`src/rtl/apb_master_mq.sv`:
```
// ---------------------------------------------------------------------------
// apb_master_mq
//   APB master with a command FIFO in front and a single-entry response
//   holding register behind. Commands are queued, then issued one at a time
//   as SETUP -> ACCESS transfers to one of NUM_SLAVES slaves. The slave is
//   picked by the top SIDX_W address bits. ACCESS waits are bounded by
//   TIMEOUT cycles.
//
// Ports
//   PCLK, PRESET          clock, synchronous active-high reset
//   cmd_valid/cmd_ready   command push handshake
//   cmd_write, cmd_addr,
//   cmd_wdata, cmd_strb   command payload
//   cmd_count             FIFO occupancy
//   rsp_valid/rsp_ready   response handshake
//   rsp_rdata, rsp_error,
//   rsp_timeout           response payload
//   PADDR, PSEL, PENABLE,
//   PWRITE, PWDATA, PSTRB APB request outputs (PSEL one-hot)
//   PRDATA, PREADY,
//   PSLVERR               per-slave APB return inputs
// ---------------------------------------------------------------------------
module apb_master_mq #(
  parameter int ADDR_WIDTH = 16,
  parameter int DATA_WIDTH = 32,
  parameter int NUM_SLAVES = 4,
  parameter int CMD_DEPTH  = 4,
  parameter int TIMEOUT    = 15
) (
  input  logic                             PCLK,
  input  logic                             PRESET,
  input  logic                             cmd_valid,
  output logic                             cmd_ready,
  input  logic                             cmd_write,
  input  logic [ADDR_WIDTH-1:0]            cmd_addr,
  input  logic [DATA_WIDTH-1:0]            cmd_wdata,
  input  logic [DATA_WIDTH/8-1:0]          cmd_strb,
  output logic                             rsp_valid,
  input  logic                             rsp_ready,
  output logic [DATA_WIDTH-1:0]            rsp_rdata,
  output logic                             rsp_error,
  output logic                             rsp_timeout,
  output logic [$clog2(CMD_DEPTH):0]       cmd_count,
  output logic [ADDR_WIDTH-1:0]            PADDR,
  output logic [NUM_SLAVES-1:0]            PSEL,
  output logic                             PENABLE,
  output logic                             PWRITE,
  output logic [DATA_WIDTH-1:0]            PWDATA,
  output logic [DATA_WIDTH/8-1:0]          PSTRB,
  input  logic [NUM_SLAVES*DATA_WIDTH-1:0] PRDATA,
  input  logic [NUM_SLAVES-1:0]            PREADY,
  input  logic [NUM_SLAVES-1:0]            PSLVERR
);

  localparam int STRB_W = DATA_WIDTH / 8;
  localparam int SIDX_W = $clog2(NUM_SLAVES);
  localparam int PTR_W  = $clog2(CMD_DEPTH);
  localparam int CNT_W  = PTR_W + 1;
  localparam int WAIT_W = $clog2(TIMEOUT + 1);

  typedef enum logic [1:0] {
    ST_IDLE   = 2'd0,
    ST_SETUP  = 2'd1,
    ST_ACCESS = 2'd2
  } state_e;

  // Command FIFO storage (payload only; occupancy lives in the control regs)
  logic                  fifo_write_q [CMD_DEPTH];
  logic [ADDR_WIDTH-1:0] fifo_addr_q  [CMD_DEPTH];
  logic [DATA_WIDTH-1:0] fifo_wdata_q [CMD_DEPTH];
  logic [STRB_W-1:0]     fifo_strb_q  [CMD_DEPTH];

  // Control / output registers
  state_e                state_q,       state_d;
  logic [PTR_W-1:0]      wr_ptr_q,      wr_ptr_d;
  logic [PTR_W-1:0]      rd_ptr_q,      rd_ptr_d;
  logic [CNT_W-1:0]      count_q,       count_d;
  logic                  cmd_ready_q,   cmd_ready_d;
  logic [WAIT_W-1:0]     wait_cnt_q,    wait_cnt_d;
  logic [SIDX_W-1:0]     sidx_q,        sidx_d;
  logic [ADDR_WIDTH-1:0] paddr_q,       paddr_d;
  logic [NUM_SLAVES-1:0] psel_q,        psel_d;
  logic                  penable_q,     penable_d;
  logic                  pwrite_q,      pwrite_d;
  logic [DATA_WIDTH-1:0] pwdata_q,      pwdata_d;
  logic [STRB_W-1:0]     pstrb_q,       pstrb_d;
  logic                  rsp_valid_q,   rsp_valid_d;
  logic [DATA_WIDTH-1:0] rsp_rdata_q,   rsp_rdata_d;
  logic                  rsp_error_q,   rsp_error_d;
  logic                  rsp_timeout_q, rsp_timeout_d;

  logic                  push;
  logic                  pop;
  logic                  head_write;
  logic [ADDR_WIDTH-1:0] head_addr;
  logic [DATA_WIDTH-1:0] head_wdata;
  logic [STRB_W-1:0]     head_strb;
  logic [SIDX_W-1:0]     head_sidx;
  logic                  sel_ready;
  logic                  sel_err;
  logic [DATA_WIDTH-1:0] sel_rdata;

  assign head_write = fifo_write_q[rd_ptr_q];
  assign head_addr  = fifo_addr_q[rd_ptr_q];
  assign head_wdata = fifo_wdata_q[rd_ptr_q];
  assign head_strb  = fifo_strb_q[rd_ptr_q];
  assign head_sidx  = head_addr[ADDR_WIDTH-1 -: SIDX_W];

  // cmd_ready is registered, so a full FIFO refuses a push even when the
  // FSM pops in the same cycle.
  assign push = cmd_valid && cmd_ready_q;
  // A new transfer starts only if the response slot is free by this edge.
  assign pop  = (state_q == ST_IDLE) && (count_q != '0) &&
                (!rsp_valid_q || rsp_ready);

  // Only the selected slave's return signals are looked at.
  assign sel_ready = PREADY[sidx_q];
  assign sel_err   = PSLVERR[sidx_q];

  always_comb begin
    sel_rdata = '0;
    for (int i = 0; i < NUM_SLAVES; i++) begin
      if (sidx_q == SIDX_W'(i)) sel_rdata = PRDATA[i*DATA_WIDTH +: DATA_WIDTH];
    end
  end

  always_ff @(posedge PCLK) begin
    if (push) begin
      fifo_write_q[wr_ptr_q] <= cmd_write;
      fifo_addr_q[wr_ptr_q]  <= cmd_addr;
      fifo_wdata_q[wr_ptr_q] <= cmd_wdata;
      fifo_strb_q[wr_ptr_q]  <= cmd_strb;
    end
  end

  always_comb begin
    state_d       = state_q;
    wr_ptr_d      = wr_ptr_q;
    rd_ptr_d      = rd_ptr_q;
    count_d       = count_q;
    wait_cnt_d    = wait_cnt_q;
    sidx_d        = sidx_q;
    paddr_d       = paddr_q;
    psel_d        = psel_q;
    penable_d     = penable_q;
    pwrite_d      = pwrite_q;
    pwdata_d      = pwdata_q;
    pstrb_d       = pstrb_q;
    rsp_valid_d   = rsp_valid_q;
    rsp_rdata_d   = rsp_rdata_q;
    rsp_error_d   = rsp_error_q;
    rsp_timeout_d = rsp_timeout_q;

    if (push) wr_ptr_d = wr_ptr_q + PTR_W'(1);
    if (pop)  rd_ptr_d = rd_ptr_q + PTR_W'(1);

    unique case ({push, pop})
      2'b10:   count_d = count_q + CNT_W'(1);
      2'b01:   count_d = count_q - CNT_W'(1);
      default: count_d = count_q;
    endcase

    cmd_ready_d = (count_d < CNT_W'(CMD_DEPTH));

    // Consumed response drops; a completion below may reload it.
    if (rsp_valid_q && rsp_ready) rsp_valid_d = 1'b0;

    unique case (state_q)
      ST_IDLE: begin
        if (pop) begin
          state_d    = ST_SETUP;
          wait_cnt_d = '0;
          sidx_d     = head_sidx;
          paddr_d    = head_addr;
          psel_d     = '0;
          psel_d[head_sidx] = 1'b1;
          penable_d  = 1'b0;
          pwrite_d   = head_write;
          pwdata_d   = head_write ? head_wdata : '0;
          pstrb_d    = head_write ? head_strb  : '0;
        end
      end
      ST_SETUP: begin
        state_d   = ST_ACCESS;
        penable_d = 1'b1;
      end
      ST_ACCESS: begin
        if (sel_ready) begin
          state_d       = ST_IDLE;
          psel_d        = '0;
          penable_d     = 1'b0;
          rsp_valid_d   = 1'b1;
          rsp_rdata_d   = pwrite_q ? '0 : sel_rdata;
          rsp_error_d   = sel_err;
          rsp_timeout_d = 1'b0;
        end else if (wait_cnt_q == WAIT_W'(TIMEOUT - 1)) begin
          // This is the TIMEOUT-th cycle without PREADY: give up now.
          state_d       = ST_IDLE;
          psel_d        = '0;
          penable_d     = 1'b0;
          rsp_valid_d   = 1'b1;
          rsp_rdata_d   = '0;
          rsp_error_d   = 1'b1;
          rsp_timeout_d = 1'b1;
        end else begin
          wait_cnt_d = wait_cnt_q + WAIT_W'(1);
        end
      end
      default: begin
        state_d   = ST_IDLE;
        psel_d    = '0;
        penable_d = 1'b0;
      end
    endcase
  end

  always_ff @(posedge PCLK) begin
    if (PRESET) begin
      state_q       <= ST_IDLE;
      wr_ptr_q      <= '0;
      rd_ptr_q      <= '0;
      count_q       <= '0;
      cmd_ready_q   <= 1'b0;
      wait_cnt_q    <= '0;
      sidx_q        <= '0;
      paddr_q       <= '0;
      psel_q        <= '0;
      penable_q     <= 1'b0;
      pwrite_q      <= 1'b0;
      pwdata_q      <= '0;
      pstrb_q       <= '0;
      rsp_valid_q   <= 1'b0;
      rsp_rdata_q   <= '0;
      rsp_error_q   <= 1'b0;
      rsp_timeout_q <= 1'b0;
    end else begin
      state_q       <= state_d;
      wr_ptr_q      <= wr_ptr_d;
      rd_ptr_q      <= rd_ptr_d;
      count_q       <= count_d;
      cmd_ready_q   <= cmd_ready_d;
      wait_cnt_q    <= wait_cnt_d;
      sidx_q        <= sidx_d;
      paddr_q       <= paddr_d;
      psel_q        <= psel_d;
      penable_q     <= penable_d;
      pwrite_q      <= pwrite_d;
      pwdata_q      <= pwdata_d;
      pstrb_q       <= pstrb_d;
      rsp_valid_q   <= rsp_valid_d;
      rsp_rdata_q   <= rsp_rdata_d;
      rsp_error_q   <= rsp_error_d;
      rsp_timeout_q <= rsp_timeout_d;
    end
  end

  assign cmd_ready   = cmd_ready_q;
  assign cmd_count   = count_q;
  assign PADDR       = paddr_q;
  assign PSEL        = psel_q;
  assign PENABLE     = penable_q;
  assign PWRITE      = pwrite_q;
  assign PWDATA      = pwdata_q;
  assign PSTRB       = pstrb_q;
  assign rsp_valid   = rsp_valid_q;
  assign rsp_rdata   = rsp_rdata_q;
  assign rsp_error   = rsp_error_q;
  assign rsp_timeout = rsp_timeout_q;

endmodule

```
`config.mk`:
```
export PLATFORM = sky130hd
export DESIGN_NAME = apb_master_mq
export DESIGN_NICKNAME = d
export VERILOG_FILES = /design/src/rtl/apb_master_mq.sv
export SDC_FILE = /design/constraint.sdc
export NUM_CORES = 1
export LEC_CHECK = 0
export ABC_CLOCK_PERIOD_IN_PS = 2900
export CORE_MARGIN = 3
export CORE_UTILIZATION = 50
export DETAILED_ROUTE_END_ITERATION = 7
export GPL_ROUTABILITY_DRIVEN = 1
export PLACE_DENSITY = 0.88
export SETUP_SLACK_MARGIN = 0.1
export SYNTH_ARGS = -nofsm -noshare
export SYNTH_HDL_FRONTEND = slang
export SYNTH_SLANG_ARGS = --single-unit
```
`constraint.sdc`:
```
create_clock -name PCLK -period 2.9 [get_ports PCLK]
set_input_delay 0.58 -clock PCLK [delete_from_list [all_inputs] [get_ports PCLK]]
set_output_delay 0.58 -clock PCLK [all_outputs]
set_load 0.02 [all_outputs]
```
==> results of run 1 <==
[cells in the final DEF, fill, tap and decap left out, types with 5 or more instances in the layout]
| cell | n |
|---|---|
| dfxtp_1 | 105 |
| buf_4 | 12 |
| nor2_1 | 12 |
| edfxtp_1 | 212 |
| mux4_2 | 87 |
| clkinv_2 | 5 |
| clkbuf_16 | 34 |
| buf_12 | 9 |
| a22o_1 | 68 |
| nand2_1 | 37 |
| clkdlybuf4s50_1 | 288 |
| ha_1 | 7 |
| nand2b_1 | 5 |
| xnor2_1 | 5 |
| clkbuf_8 | 6 |
| a21oi_1 | 21 |
| nor3_1 | 8 |
| bufinv_16 | 6 |
| inv_1 | 5 |
[stage by stage]
stage,setup slack (ns),cells,area (µm²)
after floorplan,0.427,658,12100
after global placement,0.158,1244,15500
after detailed placement,0.0783,1244,15500
after CTS,0.246,1305,16700
after global routing,0.163,1308,16700
final,0.300,1308,16700
[routing by layer]
| metal | GRT usage | part of all wire | vias up |
|---|---|---|---|
| li1 | - | - | 3277 |
| met1 | 0.264 | 0.35 | 3701 |
| met2 | 0.417 | 0.52 | 303 |
| met3 | 0.0787 | 0.093 | 61 |
| met4 | 0.0935 | 0.033 | 4 |
| met5 | 0 | 0.00058 | - |
[area by class of cell]
type / instances / share of cell area
Sequential cell: 320 / 0.511
Clock inverter: 19 / 0.0168
Timing Repair Buffer: 310 / 0.189
Tap cell: 319 / 0.0239
Inverter: 6 / 0.00135
Antenna cell: 3 / 0.000449
Multi-Input combinational cell: 289 / 0.202
Clock buffer: 42 / 0.0563
[worst max-delay path, stage by stage, from the launching register on]
cell and delay [ns]:
dfxtp_2 0.35, buf_4 0.43, clkdlybuf4s50_1 0.71
[cells by family (layout without fill, tap and decap cells)]
kind of cell             after synthesis  after routing  synth area share
flip-flops                           320            320             0.705
AO/OA/AOI/OAI                         95             95            0.0616
multiplexers                          92             92             0.167
AND/OR/NAND/NOR                       87             87            0.0348
buffers and inverters                 49            377            0.0181
adder cells (fa/ha/maj)                8              8           0.00890
XOR/XNOR                               7              7           0.00507
other                                  0              3                 0
[flip-flops by register name, indices dropped and copies added, names as in the netlist, 14 cells and up, named ones only]
register,flops
PADDR,14
PWDATA,32
fifo_addr_q,64
fifo_strb_q,16
fifo_wdata_q,128
rsp_rdata,32
[power breakdown]
part           internal, mW  switching (mW)  leakage (nW)
logic                  2.08            2.03          2.22
registers              5.48           0.411          2.80
clock network          2.86            1.76         0.593
[how the worst max path moves through the flow]
stage | start | endpoint | slack [ns] | cells after the start
finish | sidx_q[0] | PADDR[14] | 0.30 | 2
floorplan | rsp_ready | register | 0.43 | 10
global route | sidx_q[0] | PADDR[14] | 0.16 | 2
global placement | rsp_ready | wait_cnt_q[0] | 0.16 | 7
CTS | sidx_q[0] | PADDR[14] | 0.25 | 2
detailed placement | rsp_ready | PSTRB[0] | 0.08 | 7
==> metrics.csv, run 1 <==
metric;value;unit
final setup fails;0;
initial drt markers;386;
total leakage power;5.61;nW
Fill cells;1479;
CTS Buf Count;34;
CTS tree;built;
Post-synth top cells;edfxtp_1 (212), dfxtp_1 (108), mux4_2 (87);
slew margin rel.;0.200;
wire per inst;23.5;µm
syn_area_per_cell;18.4;µm²
Initial Util;0.512;
max-cap viol count;0;
Least-Margin Pin Slew;1.20;ns
post-DP HPWL;20.9;mm
Pre-antenna DRT Iters;5;
via count;7346;
Worst Setup Start Kind;register;
Vias/cell;5.62;
synth top area cells;edfxtp_1 (53%), dfxtp_1 (18%), mux4_2 (16%);
Resized cells post-CTS;0;
synthesis-to-finish area growth;38.2;%
sequential share of the synthesized area;0.705;
Yosys cell types;41;
crit path DAT;2.02;ns
net count after synthesis;859;
Synth Flop Type;edfxtp_1;
RSZ-0062 raised after global routing;false;
Die Wd;162;µm
Final Hold Slack;0.414;ns
Seq cells post-synth;320;
min-delay src;PRESET;
initial antenna violation count;5;
r2r startpoint;state_q[1];
later-pin clock latency in the skew report;0.51;ns
CP Capture Type;primary output;
Worst Path Required;2.32;ns
Post-synth ARST share;0;
Reg area;8530;µm²
largest area contributor in the netlist;edfxtp_1;
clk sinks;320;
Cell Rows;56;
postcts setup bufs;0;
critical setup path kind;reg2out;
Die Area;26100;µm²
area of the multi-input gates;3370;µm²
Reg2Reg Depth;4;
share of cells above drive strength 1;0.184;
Total Wirelength;30.8;mm
top-count cell post-synth;edfxtp_1;
setup TNS;0;ns
io pins;290;
Routed Antenna Nets;0;
Ys Warns;0;
post-synth top area share;0.526;
Nets;1162;
worst hold endpoint;rsp_valid;
number of flops mapped to enable cells by yosys;212;
Tcrit/Tclk final;0.897;
Tot GR Track Use;0.236;
CTS Hold Bufs;0;
Core Area;23600;µm²
total power;14.6;mW
CP max FO;27;
IO buf count;289;
global placer's final weighted congestion;0.793;
worst min-delay path category;in2reg;
CTS Buffer Depth;3;
Max Slew Vio Count;0;
hold path depth;2;
post-layout min period;2.60;ns
CTS Root Cell;clkbuf_16;
Hold Vio Cnt, Final;0;
# DRC;0;
first-pass GRT wire length;46.8;mm
Max Clk Rate;0.385;GHz
grt total ovfl;0;
Worst-path clk slew;0.06;ns
Die H;162;µm
status;finished clean;
clk_skew;0.0217;ns
largest net degree at the start of global routing;54;
Pwr Density;876;nW/µm²
Layout Utilization;0.708;
maximum VDD drop;0.677;mV
worst flop-to-flop path endpoint;rsp_rdata[30];
synthesized instance count;658;
CTS H-tree depth;2;
flop-to-flop setup slack;0.69;ns
vias in the first global route;7972;
Synth Cell Area;12100;µm²
Note: power is estimated with default switching activity, not from simulation.
==> inputs of run 2 (changes only) <==
Settings changed: CTS_CLUSTER_DIAMETER set to 100.
==> results of run 2 <==
Final layout, timing and power as in run 1 (identical DEF).
